## config.mk

```make
export PLATFORM = sky130hd
export DESIGN_NAME = fret_write_scheduler
export DESIGN_NICKNAME = d
export VERILOG_FILES = /design/src/rtl/fret_write_scheduler.sv
export SDC_FILE = /design/constraint.sdc
export NUM_CORES = 1
export LEC_CHECK = 0
export ABC_AREA = 1
export CORE_MARGIN = 2
export CORE_UTILIZATION = 50
export DETAILED_ROUTE_END_ITERATION = 8
export PLACE_DENSITY = 0.89
export SLEW_MARGIN = 40
export SYNTH_ARGS = -nofsm -noshare
export SYNTH_HDL_FRONTEND = slang
export SYNTH_SLANG_ARGS = --single-unit
export TNS_END_PERCENT = 100
```

## constraint.sdc

```tcl
create_clock -name clk -period 2.8 [get_ports clk]
set_clock_uncertainty 0.1 [all_clocks]
set_input_delay 0.42 -clock clk [delete_from_list [all_inputs] [get_ports clk]]
set_output_delay 0.42 -clock clk [all_outputs]
set_load 0.05 [all_outputs]
```

## src/rtl/fret_write_scheduler.sv

```systemverilog
// Single-writer scheduler for the fret display register: queues chart words,
// accumulates hit clear masks, and commits at most one update per frame at vblank start.
module fret_write_scheduler #(
  parameter int DATA_W     = 32,
  parameter int FIFO_DEPTH = 4,
  parameter int V_ACTIVE   = 480
) (
  input  logic              clk,
  input  logic              Reset,
  input  logic [9:0]        screenY,
  input  logic              run,
  input  logic              chart_valid,
  input  logic [DATA_W-1:0] chart_data,
  output logic              chart_ready,
  input  logic              hit_valid,
  input  logic [DATA_W-1:0] hit_mask,
  output logic              write,
  output logic [DATA_W-1:0] data_out,
  output logic [15:0]       frame_cnt
);

  localparam int              PTR_W    = $clog2(FIFO_DEPTH);
  localparam logic [PTR_W:0]  DEPTH_C  = (PTR_W+1)'(FIFO_DEPTH);
  localparam logic [9:0]      VACTIVE_C = 10'(V_ACTIVE);

  typedef enum logic [1:0] {IDLE, COMMIT, WRITE} state_t;

  state_t            state;
  logic [DATA_W-1:0] fifo_mem [FIFO_DEPTH];
  logic [PTR_W-1:0]  rd_ptr;
  logic [PTR_W-1:0]  wr_ptr;
  logic [PTR_W:0]    count;
  logic [DATA_W-1:0] pending_clear;
  logic              vblank_d;

  logic              vblank;
  logic              frame_start;
  logic              full;
  logic              empty;
  logic              push;
  logic              pop;
  logic [DATA_W-1:0] base_word;
  logic [DATA_W-1:0] next_word;

  assign vblank      = (screenY >= VACTIVE_C);
  assign frame_start = vblank && !vblank_d;
  assign full        = (count == DEPTH_C);
  assign empty       = (count == '0);
  assign chart_ready = !full;
  // Full blocks a push even when COMMIT pops in the same cycle.
  assign push        = chart_valid && !full;
  assign pop         = (state == COMMIT) && !empty;
  assign base_word   = empty ? data_out : fifo_mem[rd_ptr];
  assign next_word   = base_word & ~pending_clear;

  always_ff @(posedge clk) begin
    if (push && !Reset) fifo_mem[wr_ptr] <= chart_data;
  end

  always_ff @(posedge clk) begin
    if (Reset) begin
      state         <= IDLE;
      write         <= 1'b0;
      data_out      <= '0;
      frame_cnt     <= '0;
      rd_ptr        <= '0;
      wr_ptr        <= '0;
      count         <= '0;
      pending_clear <= '0;
      vblank_d      <= 1'b0;
    end else begin
      vblank_d <= vblank;
      if (frame_start) frame_cnt <= frame_cnt + 16'd1;
      if (push) wr_ptr <= wr_ptr + PTR_W'(1);
      if (pop)  rd_ptr <= rd_ptr + PTR_W'(1);
      case ({push, pop})
        2'b10:   count <= count + (PTR_W+1)'(1);
        2'b01:   count <= count - (PTR_W+1)'(1);
        default: count <= count;
      endcase

      // Hits arriving during COMMIT are not folded into this frame's word.
      if (state == COMMIT)
        pending_clear <= hit_valid ? hit_mask : '0;
      else if (hit_valid)
        pending_clear <= pending_clear | hit_mask;

      case (state)
        IDLE: begin
          write <= 1'b0;
          if (frame_start && run) state <= COMMIT;
        end
        COMMIT: begin
          data_out <= next_word;
          if (pop || (next_word != data_out)) begin
            write <= 1'b1;
            state <= WRITE;
          end else begin
            write <= 1'b0;
            state <= IDLE;
          end
        end
        WRITE: begin
          write <= 1'b0;
          state <= IDLE;
        end
        default: begin
          write <= 1'b0;
          state <= IDLE;
        end
      endcase
    end
  end

endmodule

```

==> impl_metrics.csv, run 1 <==
group,metric,value,unit
drt,wl,24700,um
synthesis,netlist_area,9630,sq um
synthesis,synthArstFlopShare,0,
global_routing,grt_pass1_vias,7686,
final_layout,stdcell_area,11900,sq um
placement,pre_cts_slack,342,ps
synthesis,synth_ff_type,"edfxtp_1",
clock_network,cts_sinks,221,
drt,vias_per_cell,5.37,
power,clockPowerShare,0.382,
sta,finalCritPeriodShare,0.923,
worst_setup_path,rr_worst_depth,11,
drt,drt-initial-drc-count,811,
power,p_seq_frac,0.472,
hold_path,worstHoldEndpoint,"state[0]$_SDFFE_PP0P_",
worst_setup_path,r2r_slack,220,ps
drt,drtPass1Iterations,7,
floorplanning,core.rowCount,50,
final_layout,drive_above_1_share,0.0500,
synthesis,yosysTopAreaCellShare,0.399,
global_routing,grt_max_degree,65,
sta,setup_slack,216,ps
sta,rsz0062_at_grt,"no",
worst_setup_path,path_cells,"inv_2, nand2_2, inv_1, nor2_2, ha_1, inv_1, fa_1, a21oi_1, o21ai_0, o21ai_0, a21oi_1",
sta,drv_slew,0,
clock_network,worst_skew_pair.late_latency,500,ps
power,peakVddDrop,0.000351,V
synthesis,synth_commonest_cells,"nand2_1, edfxtp_1, inv_1",
synthesis,synth_nets,1196,
synthesis,avgSynthCellArea,8.67,sq um
placement,gp_congestion,0.868,
synthesis,yosysTopAreaCell,"edfxtp_1",
floorplanning,dieArea,20400,sq um
synthesis,synth_cell_types,29,
sta,clock.fmax,0.387,GHz
hold_path,hold_class,"register to register",
sta,fin_setup_tns,0,ps
synthesis,ys_seq_elements,221,
worst_setup_path,crit_type,"register to register",
final_layout,final_nets,1311,
power,powerDensity,646,nW/um^2
final_layout,final_util,0.632,
synthesis,syn_inst,1110,
status,outcome,"complete, no violations",
worst_setup_path,worst_r2r_startpoint,"count[2]$_SDFFE_PP0P_",
floorplanning,die_y,143,um
drt,drc_errors,0,
final_layout,stdcell_count,1501,
drt,vias,8054,
global_routing,antenna_found_initial,0,
sta,worst_slew_pin_slew,668,ps
final_layout,syn_to_final_growth,23.5,%
synthesis,yosysMostFrequentCell,"nand2_1",
power,p_total,7.69,mW
power,p_sw_frac,0.259,
global_routing,grt_pass1_wl,38400,um
worst_setup_path,end_kind,"register",
sta,hold_violations,0,
worst_setup_path,regToRegEndpoint,"count[2]$_SDFFE_PP0P_",
drt,wl_per_cell,16.5,um
clock_network,cts_buffer_depth,3,
floorplanning,start_util,0.511,
clock_network,htree_levels,1,
worst_setup_path,crit_arrival,2850,ps
drt,antenna_left,0,
global_routing,grt_use_total,0.242,
clock_network,cts_buffers,23,
worst_setup_path,start_kind,"register",
run,drv_cap,0,
sta,finalCriticalPeriod,2580,ps
sta,slew_headroom,0.555,
power,comb_power_share,0.145,
global_routing,grt_overflow,0,
synthesis,synth_edf_count,128,
worst_setup_path,required,3070,ps
placement,io_buffers,123,
synthesis,synth_area_leaders,"edfxtp_1, dfxtp_1, nand2_1",
final_layout,fillers,1431,
worst_setup_path,slowest_delay,410,ps
placement,placed_area,11200,sq um
placement,post-place-cells,1460,
floorplanning,dieWidth,143,um
sta,whs,341,ps
hold_path,hp-start,"state[0]$_SDFFE_PP0P_",
floorplanning,num_io_pins,129,
placement,hpwl,16200,um
power,p_int,5.69,mW
worst_setup_path,path_max_fanout,18,
hold_path,min_path_cells,1,
synthesis,seq_area_frac_synth,0.593,
power,p_sw,1.99,mW
worst_setup_path,critical_path.slowest_cell,"fa_1",
clock_network,clk_pin_slew,60,ps
floorplanning,core,18800,sq um
synthesis,yosys_warnings,0,
power,p_leak,4.79,nW
final_layout,diodes,0,
sta,setup_viol,0,
clock_network,tritoncts,"yes",
clock_network,clockRootBuffer,"clkbuf_16",
==> kinds of logic after synthesis <==
logic type	count (synthesis)	share of synthesized area
adders and majority gates	7	0.00988
AOI/OAI and AO/OA	173	0.0956
and+or+nand+nor	535	0.227
DFF	221	0.593
buffers and inverters	170	0.0717
xor gates and xnor gates	4	0.00364
==> power groups by stage <==
| stage | logic [mW] | clock network [mW] | registers [mW] |
|---|---|---|---|
| 2_1_floorplan | 0.617 | 0 | 3.77 |
| 3_3_place_gp | 1.05 | 0 | 3.69 |
| 3_5_place_dp | 1.09 | 0 | 3.70 |
| 4_1_cts | 1.11 | 2.98 | 3.63 |
| 5_1_grt | 1.23 | 3.10 | 3.64 |
| 6_report | 1.12 | 2.94 | 3.63 |
==> worst max path at each step <==
stage | from | endpoint | slack [ps] | cells after the start
after global routing | count[2]$_SDFFE_PP0P_ | count[2]$_SDFFE_PP0P_ | 90 | 11
after global placement | count[2]$_SDFFE_PP0P_ | count[2]$_SDFFE_PP0P_ | 340 | 11
after CTS | count[2]$_SDFFE_PP0P_ | count[2]$_SDFFE_PP0P_ | 160 | 11
after floorplan | count[1]$_SDFFE_PP0P_ | fifo_mem[0][0]$_DFFE_PP_ | -320 | 5
final | count[2]$_SDFFE_PP0P_ | count[2]$_SDFFE_PP0P_ | 220 | 11
after detailed placement | count[2]$_SDFFE_PP0P_ | count[2]$_SDFFE_PP0P_ | 340 | 11
==> layer usage <==
layer | track usage | up-vias | wire (um)
li1 | - | 3866 | -
met1 | 0.302 | 3750 | 9430
met2 | 0.409 | 341 | 12000
met3 | 0.0352 | 97 | 1740
met4 | 0.132 | 0 | 1500
met5 | 0 | - | 0
==> cell usage in the layout, fill, tap and decap left out, drive strengths merged, types with 3 or more instances in the layout <==
master	netlist	routed
clkbuf	25	30
nor2	84	84
clkinv	1	8
nand3	107	107
edfxtp	128	128
a21oi	85	85
o21ai	65	65
buf	25	17
o211ai	3	3
o21bai	17	17
clkdlybuf4s50	0	123
nand3b	5	5
ha	6	6
nand2	333	333
dfxtp	93	93
inv	119	119
xor2	3	3
nor3	3	3
==> cell type report <==
class / instances / area [sq um] / area share
sequential: 221 / 5710 / 0.480
multi-input combinational: 719 / 3250 / 0.274
clock inverter: 11 / 113 / 0.00947
tap: 260 / 325 / 0.0274
clock buffer: 30 / 612 / 0.0514
inverter: 120 / 450 / 0.0379
timing repair buffer: 140 / 1430 / 0.121
==> worst max-delay path: cells and delay by family, from the launching register on <==
family	cells	cell delay [ps]
AO/OA/AOI/OAI	4	620
adder cells (fa/ha/maj)	2	610
AND/OR/NAND/NOR	2	460
flip-flops	1	340
buffers and inverters	3	320
==> state kept, by name, summed over array words and instances, names as in the netlist, named ones only <==
signal and cells:
rd_ptr 2, count 3, data_out 32, fifo_mem 128
state 2, frame_cnt 16, vblank_d 1, wr_ptr 2
write 1, pending_clear 32
==> timing repair <==
action / in CTS / in global routing
resized for setup: 0 / 1
endpoints found under the setup margin: 0 / 1
hold buffers: 0 / 0
buffers inserted: 0 / 0
Power figures use the tool's default switching activity.
==> inputs of run 2 (changes only) <==
--- a/config.mk
+++ b/config.mk
@@ -10,6 +10,7 @@
 export CORE_UTILIZATION = 50
 export DETAILED_ROUTE_END_ITERATION = 8
 export PLACE_DENSITY = 0.89
+export SETUP_SLACK_MARGIN = 0.2
 export SLEW_MARGIN = 40
 export SYNTH_ARGS = -nofsm -noshare
 export SYNTH_HDL_FRONTEND = slang
==> run 2 against run 1 <==
Net effect:
- non-clock buffer count is 3 higher
- total power down 0.28%
- critical path depth down 8
- die area did not move
- fmax grew 1.8%
- sequential cell count did not move
- worst hold slack got worse by 13 ps
- utilization increased by 0.073 points
- register-to-register slack improved by 260 ps
- critical path type is now register to primary output
- largest cell class unchanged
- largest power group unchanged
==> impl_metrics.csv, run 2 (synthesis results as in run 1) <==
group,metric,value,unit
sta,setup_slack,261,ps
run,drv_cap,0,
sta,clock.fmax,0.394,GHz
sta,worst_slew_pin_slew,601,ps
sta,finalCritPeriodShare,0.907,
hold_path,hp-start,"state[0]$_SDFFE_PP0P_",
final_layout,largest_reg_flops,128,
worst_setup_path,worst_r2r_startpoint,"count[0]$_SDFFE_PP0P_",
clock_network,cts_setup_buffers,0,
sta,slew_headroom,0.599,
global_routing,grt_pass1_vias,7599,
worst_setup_path,slowest_delay,760,ps
drt,vias_per_cell,5.34,
clock_network,clockRootBuffer,"clkbuf_16",
clock_network,tritoncts,"yes",
worst_setup_path,start_kind,"register",
sta,rsz0062_at_grt,"no",
placement,io_buffers,123,
sta,fin_setup_tns,0,ps
hold_path,worstHoldEndpoint,"state[0]$_SDFFE_PP0P_",
worst_setup_path,rr_worst_depth,10,
drt,wl,24500,um
floorplanning,dieArea,20400,sq um
power,p_seq_frac,0.474,
floorplanning,dieWidth,143,um
global_routing,antenna_found_initial,1,
placement,post-place-cells,1463,
clock_network,cts_buffers,23,
hold_path,hold_class,"register to register",
clock_network,cts-hold-fix-buffers,0,
clock_network,post_cts_resized,0,
drt,drc_errors,0,
final_layout,final_nets,1314,
sta,hold_violations,0,
sta,finalCriticalPeriod,2540,ps
power,powerDensity,644,nW/um^2
drt,vias,8038,
power,p_sw,1.96,mW
placement,hpwl,16100,um
global_routing,grt_use_total,0.238,
floorplanning,num_io_pins,129,
floorplanning,start_util,0.511,
floorplanning,core.rowCount,50,
final_layout,diodes,0,
placement,pre_cts_slack,446,ps
worst_setup_path,r2r_slack,480,ps
power,peakVddDrop,0.000501,V
status,outcome,"complete, no violations",
final_layout,largest_registers,"fifo_mem x128, data_out x32, pending_clear x32",
power,clockPowerShare,0.382,
worst_setup_path,required,2280,ps
clock_network,clk_pin_slew,60,ps
final_layout,drive_above_1_share,0.0523,
clock_network,cts_buffer_depth,3,
worst_setup_path,path_max_fanout,11,
worst_setup_path,crit_arrival,2020,ps
clock_network,cts_sinks,221,
global_routing,grt_pass1_wl,38100,um
final_layout,syn_to_final_growth,23.7,%
sta,drv_slew,0,
drt,drt-initial-drc-count,852,
worst_setup_path,crit_type,"register to primary output",
clock_network,worst_skew_pair.late_latency,500,ps
drt,wl_per_cell,16.3,um
worst_setup_path,critical_path.slowest_cell,"clkdlybuf4s50_1",
final_layout,final_common_cell,"nand2_1",
floorplanning,core,18800,sq um
final_layout,final_cell_mix,"nand2_1, edfxtp_1, clkdlybuf4s50_1, inv_1, nand3_1",
placement,gp_congestion,0.850,
global_routing,grt_overflow,0,
drt,drtPass1Iterations,8,
sta,whs,327,ps
final_layout,top_register,"fifo_mem",
worst_setup_path,end_kind,"primary output",
floorplanning,die_y,143,um
global_routing,grt_max_degree,65,
power,p_sw_frac,0.256,
final_layout,stdcell_count,1504,
power,p_leak,4.82,nW
power,p_int,5.70,mW
worst_setup_path,path_cells,"nor2_4, nand2_1, clkdlybuf4s50_1",
sta,setup_viol,0,
power,comb_power_share,0.145,
drt,antenna_left,0,
worst_setup_path,regToRegEndpoint,"count[2]$_SDFFE_PP0P_",
clock_network,htree_levels,1,
hold_path,min_path_cells,1,
-- run 2: cell count changes in the layout (fill, tap and decap cells not counted), sizes merged --
| cell | previous run | this run |
|---|---|---|
| clkinv | 8 | 7 |
| bufinv | 2 | 1 |
| buf | 17 | 20 |
| clkbuf | 30 | 34 |
| clkinvlp | 2 | 0 |
-- run 2: worst max-delay path: cells and delay by family (launching register included) --
| kind | cells | cell delay (ps) |
|---|---|---|
| DFF | 1 | 330 |
| buffers and inverters | 1 | 760 |
| and+or+nand+nor | 2 | 410 |
-- run 2: final cells by class --
cell class	count	area (sq um)
Clock buffer	34	668
Timing Repair Buffer	143	1440
Tap cell	260	325
Inverter	120	450
Multi-Input combinational cell	719	3250
Fill cell	1449	6920
Sequential cell	221	5710
Clock inverter	7	62.6
-- run 2: worst max-delay path by stage --
stage                                     start                  endpoint  cells past startpoint
final                     count[0]$_SDFFE_PP0P_               chart_ready                      3
after global routing      count[0]$_SDFFE_PP0P_               chart_ready                      3
after CTS                 count[0]$_SDFFE_PP0P_               chart_ready                      3
after detailed placement            chart_valid     count[2]$_SDFFE_PP0P_                      9
after global placement              chart_valid     count[2]$_SDFFE_PP0P_                      9
after floorplan           count[1]$_SDFFE_PP0P_  fifo_mem[0][0]$_DFFE_PP_                      5
-- run 2: power by group through the flow --
| stage | sequential [mW] | combinational, mW | clock (mW) |
|---|---|---|---|
| 6_report | 3.63 | 1.11 | 2.93 |
| 2_1_floorplan | 3.77 | 0.619 | 0 |
| 4_1_cts | 3.63 | 1.10 | 2.96 |
| 3_3_place_gp | 3.69 | 1.05 | 0 |
| 3_5_place_dp | 3.69 | 1.09 | 0 |
| 5_1_grt | 3.64 | 1.22 | 3.09 |
-- run 2: through the flow --
| step | area (sq um) | power (mW) | utilization |
|---|---|---|---|
| floorplan | 9640 | 4.39 | - |
| global placement | 11200 | 4.74 | 0.594 |
| detailed placement | 11200 | 4.78 | 0.594 |
| CTS | 11900 | 7.69 | 0.632 |
| global route | 11900 | 7.96 | 0.632 |
| finish | 11900 | 7.66 | 0.632 |
-- run 2: per-layer routing --
layer	wire length, um	vias to the layer above	share of wire	global-route usage
met1	9250	3740	0.38	0.288
met4	1040	2	0.042	0.101
met5	15	-	0.00061	0
met3	1980	66	0.081	0.0449
li1	-	3870	-	-
met2	12200	360	0.50	0.416
==> inputs of run 3 (changes only) <==
--- a/config.mk
+++ b/config.mk
@@ -11,6 +11,7 @@
 export DETAILED_ROUTE_END_ITERATION = 8
 export PLACE_DENSITY = 0.89
 export SETUP_SLACK_MARGIN = 0.2
+export SKIP_LAST_GASP = 1
 export SLEW_MARGIN = 40
 export SYNTH_ARGS = -nofsm -noshare
 export SYNTH_HDL_FRONTEND = slang
==> results of run 3 <==
No change in the layout: final DEF, timing and power equal those of run 2.
